**config.mk**
```make
export PLATFORM = sky130hd
export DESIGN_NAME = branch_resolver
export DESIGN_NICKNAME = d
export VERILOG_FILES = /design/src/rtl/branch_pkg.sv /design/src/rtl/cond_check.sv /design/src/rtl/branch_resolver.sv
export SDC_FILE = /design/constraint.sdc
export NUM_CORES = 1
export LEC_CHECK = 0
export CORE_MARGIN = 2
export CORE_UTILIZATION = 70
export DETAILED_ROUTE_END_ITERATION = 6
export DONT_BUFFER_PORTS = 1
export HOLD_SLACK_MARGIN = 0.05
export PLACE_DENSITY = 0.86
export SETUP_SLACK_MARGIN = 0.5
export SYNTH_ARGS = -nofsm -noshare
export SYNTH_HDL_FRONTEND = slang
export SYNTH_SLANG_ARGS = --single-unit
```
**constraint.sdc**
```tcl
create_clock -name clk -period 14.72 [get_ports clk]
set_input_delay 3.68 -clock clk [delete_from_list [all_inputs] [get_ports clk]]
set_output_delay 3.68 -clock clk [all_outputs]
set_load 0.05 [all_outputs]
```
**src/rtl/branch_pkg.sv**
```systemverilog
// Shared decode constants, state encoding and target arithmetic for the branch resolver.
package branch_pkg;

    localparam int unsigned XLEN = 64;
    localparam int unsigned ILEN = 32;

    localparam logic [5:0] OP_B     = 6'b000101;
    localparam logic [7:0] OP_CBZ   = 8'b10110100;
    localparam logic [7:0] OP_BCOND = 8'b01010100;

    localparam logic [3:0] COND_EQ = 4'b0000;
    localparam logic [3:0] COND_NE = 4'b0001;
    localparam logic [3:0] COND_CS = 4'b0010;
    localparam logic [3:0] COND_CC = 4'b0011;
    localparam logic [3:0] COND_MI = 4'b0100;
    localparam logic [3:0] COND_PL = 4'b0101;
    localparam logic [3:0] COND_GE = 4'b1010;
    localparam logic [3:0] COND_LT = 4'b1011;
    localparam logic [3:0] COND_GT = 4'b1100;
    localparam logic [3:0] COND_LE = 4'b1101;
    localparam logic [3:0] COND_AL = 4'b1110;

    typedef enum logic [1:0] {
        IDLE     = 2'd0,
        WAIT     = 2'd1,
        REDIRECT = 2'd2
    } state_t;

    typedef enum logic [1:0] {
        BR_NONE = 2'd0,
        BR_B    = 2'd1,
        BR_CBZ  = 2'd2,
        BR_COND = 2'd3
    } br_kind_t;

    // Branch held while its operand is outstanding
    typedef struct packed {
        logic [ILEN-1:0] instr;
        logic [XLEN-1:0] pc;
    } br_latch_t;

    function automatic br_kind_t decode_kind(input logic [7:0] op);
        br_kind_t k;
        k = BR_NONE;
        if (op[7:2] == OP_B)        k = BR_B;
        else if (op == OP_CBZ)      k = BR_CBZ;
        else if (op == OP_BCOND)    k = BR_COND;
        return k;
    endfunction

    // Word-scaled, sign-extended displacement added with 64-bit wrap
    function automatic logic [XLEN-1:0] branch_target(input logic [XLEN-1:0] pc,
                                                      input logic [ILEN-1:0] instr);
        logic [XLEN-1:0] off;
        if (decode_kind(instr[31:24]) == BR_B)
            off = {{(XLEN-28){instr[25]}}, instr[25:0], 2'b00};
        else
            off = {{(XLEN-21){instr[23]}}, instr[23:5], 2'b00};
        return pc + off;
    endfunction

endpackage

```
**src/rtl/cond_check.sv**
```systemverilog
// Evaluates a B.cond condition code against the {N,Z,V,C} flags.
module cond_check
    import branch_pkg::*;
(
    input  logic [3:0] cond,
    input  logic [3:0] flags,
    output logic       taken
);

    logic n, z, v, c;

    assign n = flags[3];
    assign z = flags[2];
    assign v = flags[1];
    assign c = flags[0];

    // Overflow and unsigned-compare codes resolve as never taken here
    always_comb begin
        taken = 1'b0;
        case (cond)
            COND_EQ: taken = z;
            COND_NE: taken = !z;
            COND_CS: taken = c;
            COND_CC: taken = !c;
            COND_MI: taken = n;
            COND_PL: taken = !n;
            COND_GE: taken = (n == v);
            COND_LT: taken = (n != v);
            COND_GT: taken = !z && (n == v);
            COND_LE: taken = z || (n != v);
            COND_AL: taken = 1'b1;
            default: taken = 1'b0;
        endcase
    end

endmodule

```
**src/rtl/branch_resolver.sv**
```systemverilog
// Resolves B / CBZ / B.cond in fetch, holding the PC while operands are outstanding.
module branch_resolver
    import branch_pkg::*;
(
    input  logic            clk,
    input  logic            reset,
    input  logic [ILEN-1:0] instr,
    input  logic [XLEN-1:0] pc,
    input  logic            valid,
    input  logic [3:0]      flags,
    input  logic            flags_rdy,
    input  logic [XLEN-1:0] rt_val,
    input  logic            rt_rdy,
    input  logic            stall_req,
    output logic [XLEN-1:0] target,
    output logic            pc_src,
    output logic            pc_en,
    output logic            flush
);

    state_t          state, state_nx;
    br_latch_t       lat;
    logic            tgt_load, lat_load;

    logic [ILEN-1:0] sel_instr;
    logic [XLEN-1:0] sel_pc;
    logic [XLEN-1:0] sel_target;
    br_kind_t        sel_kind;
    logic            cond_taken;
    logic            opnd_rdy;
    logic            br_taken;

    // In WAIT the latched branch is evaluated; otherwise the incoming one
    assign sel_instr  = (state == WAIT) ? lat.instr : instr;
    assign sel_pc     = (state == WAIT) ? lat.pc    : pc;
    assign sel_kind   = decode_kind(sel_instr[31:24]);
    assign sel_target = branch_target(sel_pc, sel_instr);

    cond_check u_cond_check (
        .cond  (sel_instr[3:0]),
        .flags (flags),
        .taken (cond_taken)
    );

    always_comb begin
        opnd_rdy = 1'b1;
        br_taken = 1'b0;
        case (sel_kind)
            BR_B:    br_taken = 1'b1;
            BR_CBZ: begin
                opnd_rdy = rt_rdy;
                br_taken = (rt_val == '0);
            end
            BR_COND: begin
                opnd_rdy = flags_rdy;
                br_taken = cond_taken;
            end
            default: br_taken = 1'b0;
        endcase
    end

    always_ff @(posedge clk or posedge reset) begin
        if (reset) state <= IDLE;
        else       state <= state_nx;
    end

    always_comb begin
        state_nx = state;
        tgt_load = 1'b0;
        lat_load = 1'b0;
        pc_src   = 1'b0;
        flush    = 1'b0;
        pc_en    = !stall_req;
        case (state)
            IDLE: begin
                if (valid && sel_kind != BR_NONE) begin
                    if (!opnd_rdy) begin
                        tgt_load = 1'b1;
                        lat_load = 1'b1;
                        pc_en    = 1'b0;
                        state_nx = WAIT;
                    end else if (br_taken) begin
                        tgt_load = 1'b1;
                        state_nx = REDIRECT;
                    end
                end
            end
            WAIT: begin
                pc_en = 1'b0;
                if (opnd_rdy) begin
                    if (br_taken) begin
                        tgt_load = 1'b1;
                        state_nx = REDIRECT;
                    end else begin
                        state_nx = IDLE;
                    end
                end
            end
            REDIRECT: begin
                pc_src = 1'b1;
                flush  = 1'b1;
                if (!stall_req) state_nx = IDLE;
            end
            default: state_nx = IDLE;
        endcase
        if (reset) pc_en = 1'b0;
    end

    // Redirect address and pending-branch capture
    always_ff @(posedge clk or posedge reset) begin
        if (reset) begin
            target <= '0;
            lat    <= '0;
        end else begin
            if (tgt_load) target <= sel_target;
            if (lat_load) begin
                lat.instr <= instr;
                lat.pc    <= pc;
            end
        end
    end

endmodule

```
==> metrics.md <==
| Metric | Value |
|---|---|
| Die Span Y | `133 um` |
| IO buf count | `0` |
| FF-to-FF End | `target[62]` |
| First-pass GRT wire length | `49800 um` |
| Reg area | `0.00405 mm^2` |
| RR Startpoint | `state[1]` |
| Setup Buffers After CTS | `0` |
| Die X | `133 um` |
| Via density | `6.73` |
| Post-synth cell types | `86` |
| H-tree depth | `4` |
| CTS Buf Count | `17` |
| Max Fclk | `100 MHz` |
| Sequential area share after synthesis | `34.7%` |
| Initial antenna violation count | `4` |
| Layout area overhead | `6.08%` |
| Worst-Skew Late Latency | `0.44 ns` |
| Reg clk slew, reported paths | `0.06 ns` |
| R2r setup slk | `7.58 ns` |
| CP Capture Type | `primary output` |
| Hold-fix buffers at CTS | `0` |
| Vias in the first global route | `9637` |
| Cells after Synth | `1238` |
| Status | `completed` |
| Final net count | `1432` |
| HP Class | `reg -> reg` |
| Worst slew margin | `17.6%` |
| Core ar. | `0.0165 mm^2` |
| Dpl ws | `4.81 ns` |
| CTS sink count | `162` |
| Crit Path Max Fanout | `23` |
| Setup TNS | `0 ns` |
| Final worst setup slack | `4.72 ns` |
| Final Cycle Share | `67.9%` |
| Max Cap Viol | `0` |
| Worst setup path endpoint | `pc_en` |
| Via Count | `9773` |
| Post_cts resized | `0` |
| P_leak | `6.02 nW` |
| I/O Pins | `237` |
| CP arrival | `6.32 ns` |
| Final hold viol count | `0` |
| Mapped Nets | `1455` |
| Required time of the worst setup path | `11.04 ns` |
| Post-Layout Cell Count | `1452` |
| Max Slew Vio Count | `0` |
| Pin count of the biggest net entering global routing | `103` |
| Ys flop type | `dfrtp_1` |
| Synth top area share | `34.7%` |
| Syn_area_per_cell | `9.44 um^2` |
| Register bit count reported by yosys | `162` |
| Total gr overflow | `0` |
| Post-DP HPWL | `23100 um` |
| Fin crit period | `10.00 ns` |
| Synth warn | `0` |
| DRT Wirelength | `31600 um` |
| Die area | `0.0177 mm^2` |
| Area leader, netlist | `dfrtp_1` |
| DRT iter0 DRCs | `900` |
| Multi-input logic area | `0.00726 mm^2` |
| GPL Wtd Cong | `0.935` |
| Setup CP Type | `in -> out` |
| Share of layout cells above drive strength 1 | `16.5%` |
| Clk root buf | `clkbuf_16` |
| Overall Global Routing Usage | `35.5%` |
| Routed Antenna Nets | `0` |
| Async set or reset register ratio after synthesis | `100%` |
| Setup Viol. Count Final | `0` |
| WHS | `0.469 ns` |
| Slew @ Worst Pin | `1.23 ns` |
| RSZ-0062 raised after global routing | `false` |
| R2R depth | `19` |
| Placed Instances | `1416` |
| # DRC | `0` |
| Cells taking the most area after synthesis | `dfrtp_1 35%, mux2_2 10%, nand2_1 7.5%` |
| Fillers | `1181` |
| Critical path startpoint category | `input pin` |
| Post-synth EDFFs | `0` |
| Synthesized cell area | `0.0117 mm^2` |
| FP Rows | `47` |
| CTS Buffer Depth | `2` |
| Setup crit start | `instr[29]` |
| Max VDD drop | `0.0841 mV` |
| Pwr Density | `92.2 mW/mm^2` |
| Initial Utilization | `71.0%` |
| Detailed-router iteration count before antenna repair | `6` |
| Skew final | `0.0127 ns` |
| CTS tree | `done` |
| WL/cell | `21.7 um` |
## placed cells by master (no fill, tap or decap), drive strengths merged, types with 22 or more instances in the layout
cell / Yosys / layout
mux2: 149 / 149
a21oi: 67 / 67
mux2i: 32 / 32
dfrtp: 162 / 162
nand3: 26 / 26
o21ai: 49 / 49
ha: 46 / 46
a31oi: 24 / 24
xnor2: 56 / 56
inv: 28 / 32
nor2: 62 / 62
nor4: 22 / 22
nand2: 235 / 235
## final cells by class
class                      count  area share, %
multi-input combinational    997           58.6
antenna                        4         0.0807
clock buffer                  19           3.57
sequential                   162           32.7
inverter                      28          0.888
tap                          220           2.22
timing repair buffer           9          0.545
clock inverter                13           1.41
## synthesized netlist by cell type (all sizes together), types with 26 or more instances
cell / n
a21oi: 67
buf: 33
dfrtp: 162
ha: 46
inv: 28
mux2: 149
mux2i: 32
nand2: 235
nand3: 26
nor2: 62
o21ai: 49
xnor2: 56
## cells by family (layout without fill, tap and decap cells)
| kind of cell | after synthesis | count (layout) | share of synthesized area [%] |
|---|---|---|---|
| adders and majority gates | 49 | 49 | 5.27 |
| DFF | 162 | 162 | 34.7 |
| AOI/OAI and AO/OA | 237 | 237 | 13.4 |
| and+or+nand+nor | 444 | 444 | 17.8 |
| xor gates and xnor gates | 72 | 72 | 5.40 |
| muxes | 195 | 195 | 20.1 |
| buffers and inverters | 79 | 69 | 3.39 |
| other | 0 | 4 | 0 |
## sequential cells by signal, indices dropped and copies added (netlist names)
register / flops
state: 2
lat: 96
target: 64
## per-layer routing
layer	up-vias	global-route usage (%)	wire length [um]
met5	-	0	0
met3	110	6.35	2700
li1	4444	-	-
met2	533	58.5	14900
met1	4686	45.2	12400
met4	0	18.7	1590
## critical path: stages
cell       delay (ns)
nor3b_1          0.54
mux2_2           0.36
nand3_1          0.73
a31oi_1          0.64
a2111oi_2        0.14
buf_4            0.23
## report_power, final
group	internal [mW]	switching, mW	leakage (nW)	total (mW)
combinational	0.0801	0.130	3.49	0.210
sequential	0.447	0.00969	2.24	0.457
clock	0.275	0.201	0.294	0.476
## per-stage QoR
step	cell area (um^2)	utilization [%]	power [mW]
2_1_floorplan	11700	-	0.624
3_3_place_gp	11800	71.5	0.663
3_5_place_dp	11800	71.5	0.668
4_1_cts	12400	75.2	1.14
5_1_grt	12400	75.3	1.18
6_report	12400	75.3	1.14
## worst min path at each step
stage             from       to  slack [ns]  depth (start not counted)
6_report       lat[90]  lat[90]        0.47                          1
5_1_grt        lat[90]  lat[90]        0.49                          1
4_1_cts        lat[90]  lat[90]        0.47                          1
3_5_place_dp   lat[90]  lat[90]        0.45                          1
3_3_place_gp   lat[90]  lat[90]        0.45                          1
2_1_floorplan  lat[90]  lat[90]        0.43                          1
(Power assumes the default switching activity.)
